### config.mk
export PLATFORM = sky130hd
export DESIGN_NAME = clk_div_bank
export DESIGN_NICKNAME = d
export VERILOG_FILES = /design/src/rtl/clk_div_bank.sv
export SDC_FILE = /design/constraint.sdc
export NUM_CORES = 1
export LEC_CHECK = 0
export CAP_MARGIN = 10
export CELL_PAD_IN_SITES_DETAIL_PLACEMENT = 2
export CELL_PAD_IN_SITES_GLOBAL_PLACEMENT = 2
export CORE_ASPECT_RATIO = 0.75
export CORE_MARGIN = 2
export CORE_UTILIZATION = 30
export DETAILED_ROUTE_END_ITERATION = 8
export MAX_ROUTING_LAYER = met4
export PLACE_DENSITY = 0.73
export REMOVE_ABC_BUFFERS = 1
export SYNTH_ARGS = -nofsm -noshare
export SYNTH_HDL_FRONTEND = slang
export SYNTH_SLANG_ARGS = --single-unit
### constraint.sdc
create_clock -name clk_in -period 12.1 [get_ports clk_in]
set_input_delay 2.42 -clock clk_in [delete_from_list [all_inputs] [get_ports clk_in]]
set_output_delay 2.42 -clock clk_in [all_outputs]
set_load 0.01 [all_outputs]
### src/rtl/clk_div_bank.sv
// Bank of N_CH independent clock dividers with per-channel tick pulses and a stretched reset_out.
// Define CLKDIV_PHASE_RESET_EN to make divisor loads restart the channel phase at once, instead of taking effect at the next terminal count.
module clk_div_bank #(
    parameter int          N_CH      = 4,
    parameter int          CNT_W     = 23,
    parameter int unsigned DEF_DIV   = 2**(CNT_W-1),
    parameter int          RST_TICKS = 3,
    localparam int         CH_W      = (N_CH > 1) ? $clog2(N_CH) : 1
) (
    input  logic             clk_in,
    input  logic             reset,
    input  logic             div_valid,
    input  logic [CH_W-1:0]  div_ch,
    input  logic [CNT_W-1:0] div_value,
    output logic             div_ready,
    output logic [N_CH-1:0]  clk_out,
    output logic [N_CH-1:0]  tick,
    output logic             reset_out
);

    localparam int RT_W = $clog2(RST_TICKS + 2);

    logic [CNT_W-1:0] div_q [N_CH];
    logic [CNT_W-1:0] cnt   [N_CH];
    logic [N_CH-1:0]  term;
    logic [N_CH-1:0]  load_sel;
    logic [RT_W-1:0]  rcnt;

`ifdef CLKDIV_PHASE_RESET_EN
    assign div_ready = 1'b1;
`else
    logic [CNT_W-1:0] shadow [N_CH];
    logic [N_CH-1:0]  pending;

    // An out-of-range div_ch matches no channel, so the handshake still completes.
    always_comb begin
        div_ready = 1'b1;
        for (int i = 0; i < N_CH; i++) begin
            if ((div_ch == CH_W'(i)) && pending[i]) div_ready = 1'b0;
        end
    end
`endif

    // A divisor of 0 is treated as 1, so the terminal count is then 0.
    always_comb begin
        term     = '0;
        load_sel = '0;
        for (int i = 0; i < N_CH; i++) begin
            term[i]     = (cnt[i] == ((div_q[i] == '0) ? '0 : div_q[i] - CNT_W'(1)));
            load_sel[i] = div_valid && div_ready && (div_ch == CH_W'(i));
        end
    end

    always_ff @(posedge clk_in or posedge reset) begin
        if (reset) begin
            for (int i = 0; i < N_CH; i++) begin
                div_q[i] <= CNT_W'(DEF_DIV);
                cnt[i]   <= '0;
`ifndef CLKDIV_PHASE_RESET_EN
                shadow[i] <= CNT_W'(DEF_DIV);
`endif
            end
            clk_out <= '0;
            tick    <= '0;
`ifndef CLKDIV_PHASE_RESET_EN
            pending <= '0;
`endif
        end else begin
            for (int i = 0; i < N_CH; i++) begin
`ifdef CLKDIV_PHASE_RESET_EN
                if (load_sel[i]) begin
                    div_q[i]   <= div_value;
                    cnt[i]     <= '0;
                    clk_out[i] <= 1'b0;
                    tick[i]    <= 1'b0;
                end else begin
                    tick[i] <= term[i];
                    if (term[i]) begin
                        cnt[i]     <= '0;
                        clk_out[i] <= ~clk_out[i];
                    end else begin
                        cnt[i] <= cnt[i] + CNT_W'(1);
                    end
                end
`else
                tick[i] <= term[i];
                if (term[i]) begin
                    // The terminal count itself still runs on the old divisor.
                    cnt[i]     <= '0;
                    clk_out[i] <= ~clk_out[i];
                    pending[i] <= 1'b0;
                    if (load_sel[i])     div_q[i] <= div_value;
                    else if (pending[i]) div_q[i] <= shadow[i];
                end else begin
                    cnt[i] <= cnt[i] + CNT_W'(1);
                    if (load_sel[i]) begin
                        shadow[i]  <= div_value;
                        pending[i] <= 1'b1;
                    end
                end
`endif
            end
        end
    end

    // reset_out counts registered channel-0 ticks, so it drops one cycle after the last one.
    always_ff @(posedge clk_in or posedge reset) begin
        if (reset) begin
            reset_out <= 1'b1;
            rcnt      <= '0;
        end else if (reset_out) begin
            if (RST_TICKS == 0) begin
                reset_out <= 1'b0;
            end else if (tick[0]) begin
                rcnt <= rcnt + RT_W'(1);
                if (int'(rcnt) == RST_TICKS - 1) reset_out <= 1'b0;
            end
        end
    end

endmodule
; Word level (Yosys, flattened, before mapping)
; Cells that the tools add are included.
[word_totals]
ff_bits = 292
inputBits = 28
output_inout_bits = 10
elab_cells = 110
[classes]
n_reduce_logical = 31
n_mux = 31
n_eq_ne = 8
n_addsub = 9
bitwise_logic = 8
[op_table]
columns = cell, count
row1 = $mux 23, 16
row2 = $add 23x1->23 const B, 4
row3 = $eq 23x23->1, 4
row4 = $logic_not 23->1, 4
row5 = $sub 23x1->23 const B, 4
row6 = $reduce_and 2->1, 9
row7 = $reduce_bool 2->1, 8
row8 = $mux 1, 15
row9 = $logic_and 1x1->1, 9
row10 = $not 1->1, 8
row11 = $eq 2x2->1 const B, 2
row12 = $add 3x1->3 const B, 1
row13 = $eq 3x3->1 const B, 1
row14 = $eq 2x1->1 const B, 1
row15 = $logic_not 2->1, 1

; Logic depth before layout (Yosys ltp)
[depth]
ltp_word = 10
mapped_depth = 15
depth_no_buf = 11

; Least setup slack after synthesis
; Ideal clock, no wire load.
[synth_timing]
path_kind = input to output
startpoint = input div_ch[0]
endpoint = output div_ready
path_buffers = 1
required_ns = 9.680
path_stages = 3
t_arrival_ns = 3.026
setup_slack_ns = 6.654
path_cell_list = clkbuf_1 -> o21ai_0 -> o21ai_0
[synth_via]
elab_chain_len = 6
elab_cells_between_ends = 12
cone_classes = eq/ne: 3 / mux: 4 / reduce/logical: 5
[synth_rtl]
columns = element, line_no
row1 = "start, declared", 13  ; input logic [CH_W-1:0] div_ch,
row2 = $logic_not 2->1, 39  ; if ((div_ch == CH_W'(i)) && pending[i]) div_ready = 1'b0;
row3 = $logic_and 1x1->1, 39
row4 = $mux 1 (3 in series), 39
row5 = $mux 1 *, 39
row6 = "end, declared", 15  ; output logic div_ready,
; Mark *: on every way between the ends. The rest lies on a longest branch, timed or not.

; Worst setup path in the final report
; Same ends and word-level chain as after synthesis.

==> summary.txt <==
Cell area after synthesis: 17600 um^2
Syn Area/Cell: 9.70 um^2
Top sig layer: met4
PwrDens: 159 nW/um^2
Worst path cell trace: clkdlybuf4s50_1 -> nor2b_1 -> o21ai_0 -> o21ai_0 -> clkdlybuf4s50_1
Leak: 8.12 nW
Clk_lat worst skew: 530 ps
Synth unique cells: 97
Detailed Route Iter0 Violations: 993
Initial Util: 30.5%
Synth Instances: 1814
Post-synth top cells: dfrtp_1 (283), nor2_1 (183), clkbuf_1 (97), o22ai_1 (97), xnor2_1 (94)
Wire per inst: 22.3 um
Synth Warn #: 0
GRT Total Usage: 19.6%
Top Ports: 38
#FFs+latches synth: 292
Clk slew on worst S/H paths: 60 ps
Switch share: 32.3%
Initial antenna violation count: 1
Peak supply drop: 0.0857 mV
Clock share of power: 35.9%
H-tree Lvls: 2
Final worst path period need: 6460 ps
Die width: 284 um
Post-CTS sizing: 0
Met2 WL: 24600 um
Final ANT Viol Nets: 0
Relative slew margins: 16.4%
CTS Buffer Depth: 3
Core outline area: 57700 um^2
CP Capture Type: output port
R2r setup slk: 6810 ps
Final slew viol count: 0
Rows: 76
Hold Fails Final Rpt: 0
DRT Pass-1 Iters: 6
Overall power: 3.14 mW
Ant diodes: 0
Net Sw Power: 1.01 mW
Placer Congestion: 0.886
Area leader, netlist: dfrtp_1
Cell at the slowest stage of the critical path: clkdlybuf4s50_1
Slew @ Worst Pin: 1250 ps
Nets: 1804
Int Pwr: 2.12 mW
Total of max-cap violations: 0
Synth top area cells: dfrtp_1 (40%), mux2_2 (4.9%), xnor2_1 (4.7%)
Routed vias/inst: 5.67
Remaining DRCs: 0
WP data required: 9680 ps
Ys async rst share: 100%
Cell family with most CP delay: buffers and inverters
CTS root buffer: clkbuf_16
Die ar.: 60600 um^2
Hold Crit Class: reg2reg
Largest net degree at the start of global routing: 169
TritonCTS Buffers: 34
I/O Buffers: 37
Fillers: 6240
Sequential fraction of the synthesis area: 41.6%
CP max FO: 9
First-pass GRT wire length: 92200 um
HPWL Detailed: 41200 um
Worst path bufs/invs: 2
CTS tree: done
CP Launch Type: primary input
Critical path's largest stage delay: 640 ps
Area delta synth->final: 12.0%
Sequential power share: 40.3%
Gr ovfl total: 0
Met1 WL: 29300 um
Highest clock rate: 155 MHz
Setup TNS Final: 0 ps
Status: finished, final reports clean
Critical path class: in2out
Final WL: 57300 um
Clock skew: 10.5 ps
RSZ-0062 raised after global routing: false
Die height: 214 um
Synth top area share: 40.2%
Detail Route met3 WL: 2640 um
Sink Count: 292
Vias: 14600
Vias in the first global route: 15500
Gate power share: 23.7%
Critical Path AT: 4040 ps
Final setup vio count: 0
Post-CTS Hold Fix Bufs: 0
Most common cell in the netlist: dfrtp_1
Post-synth EDFFs: 0
Final period util: 53.4%
Ratio of cells with drive above 1 in the final layout: 11.8%
Post-CTS Setup Inserts: 0
Main flop type after synthesis: dfrtp_1
==> power groups by stage <==
stage                     sequential, mW  combinational [mW]  clock [mW]
final                               1.26               0.744        1.13
after global routing                1.28               0.823        1.20
after CTS                           1.26               0.745        1.17
after detailed placement            1.28               0.737           0
after global placement              1.26               0.699           0
after floorplan                     1.22               0.537           0
==> sequential cells by signal, indices dropped and copies added (netlist names) <==
register   cells
rcnt           3
clk_out        4
div_q         92
pending        4
shadow        92
cnt           92
reset_out      1
tick           4
==> placed cells by master (no fill, tap or decap), drive strengths merged, types with 6 or more instances in the layout <==
cell and instances:
a31oi 18, dfstp 9, o21bai 21, o21a 22
nor4 47, o21ai 29, nand2 71, a21boi 22
nor4b 6, clkdlybuf4s50 37, dfrtp 283, o31ai 11
ha 10, or4 30, o22ai 97, a2bb2oi 57
and3 34, mux2i 17, nand3b 11, o2111ai 6
nand4 34, a21oi 31, xor2 78, nand2b 11
or3 18, nand3 74, buf 14, mux2 97
xnor2 94, and2 13, o41ai 6, nor3 55
nor3b 6, and4 9, clkbuf 49, or2 9
nor2b 27, inv 39, nor2 185, nand4b 10
==> cells by family (layout without fill, tap and decap cells) <==
logic type | Yosys count | after routing | share of synthesized area (%)
adders and majority gates | 10 | 10 | 0.711
buffers and inverters | 173 | 150 | 4.19
AOI/OAI and AO/OA | 384 | 384 | 15.7
muxes | 114 | 114 | 7.60
DFF | 292 | 292 | 41.6
xor gates and xnor gates | 179 | 179 | 9.47
and+or+nand+nor | 662 | 662 | 20.7
==> worst paths after layout <==
| kind | from | end | cells after the start |
|---|---|---|---|
| setup reg to reg | div_q[69] | cnt[89] | 12 |
| setup / recovery | div_ch[0] | div_ready | 5 |
| max in group asynchronous | reset | shadow[90] | 3 |
| min in group asynchronous | reset | clk_out[2] | 2 |
| hold / removal | clk_out[1] | clk_out[1] | 1 |
| hold reg to reg | clk_out[1] | clk_out[1] | 1 |
==> cell type report <==
type	instances	area [um^2]	area share, %
well taps	780	976	4.95
flip-flops and latches	292	7320	37.1
clock buffers	49	1000	5.08
repair buffers	51	503	2.55
clock inverters	12	195	0.990
inverters	38	150	0.762
multi-input cells	1349	9570	48.5
==> metrics by stage <==
step | worst slack (ps) | instances | hold slack [ps] | instance area [um^2] | util [%]
floorplan | 1630 | 1679 | 445 | 17000 | -
global placement | 5660 | 2508 | 452 | 18500 | 32.0
detailed placement | 5630 | 2508 | 460 | 18500 | 32.0
CTS | 5640 | 2569 | 472 | 19700 | 34.1
global route | 5470 | 2571 | 486 | 19700 | 34.1
finish | 5640 | 2571 | 467 | 19700 | 34.1
==> routing by layer <==
layer / up-vias / GRT usage [%]
met5: - / -
met4: 0 / 3.41
met3: 51 / 2.29
met2: 239 / 28.9
met1: 7697 / 28.9
li1: 6592 / -
No activity file was read; power rests on OpenSTA's default activity.
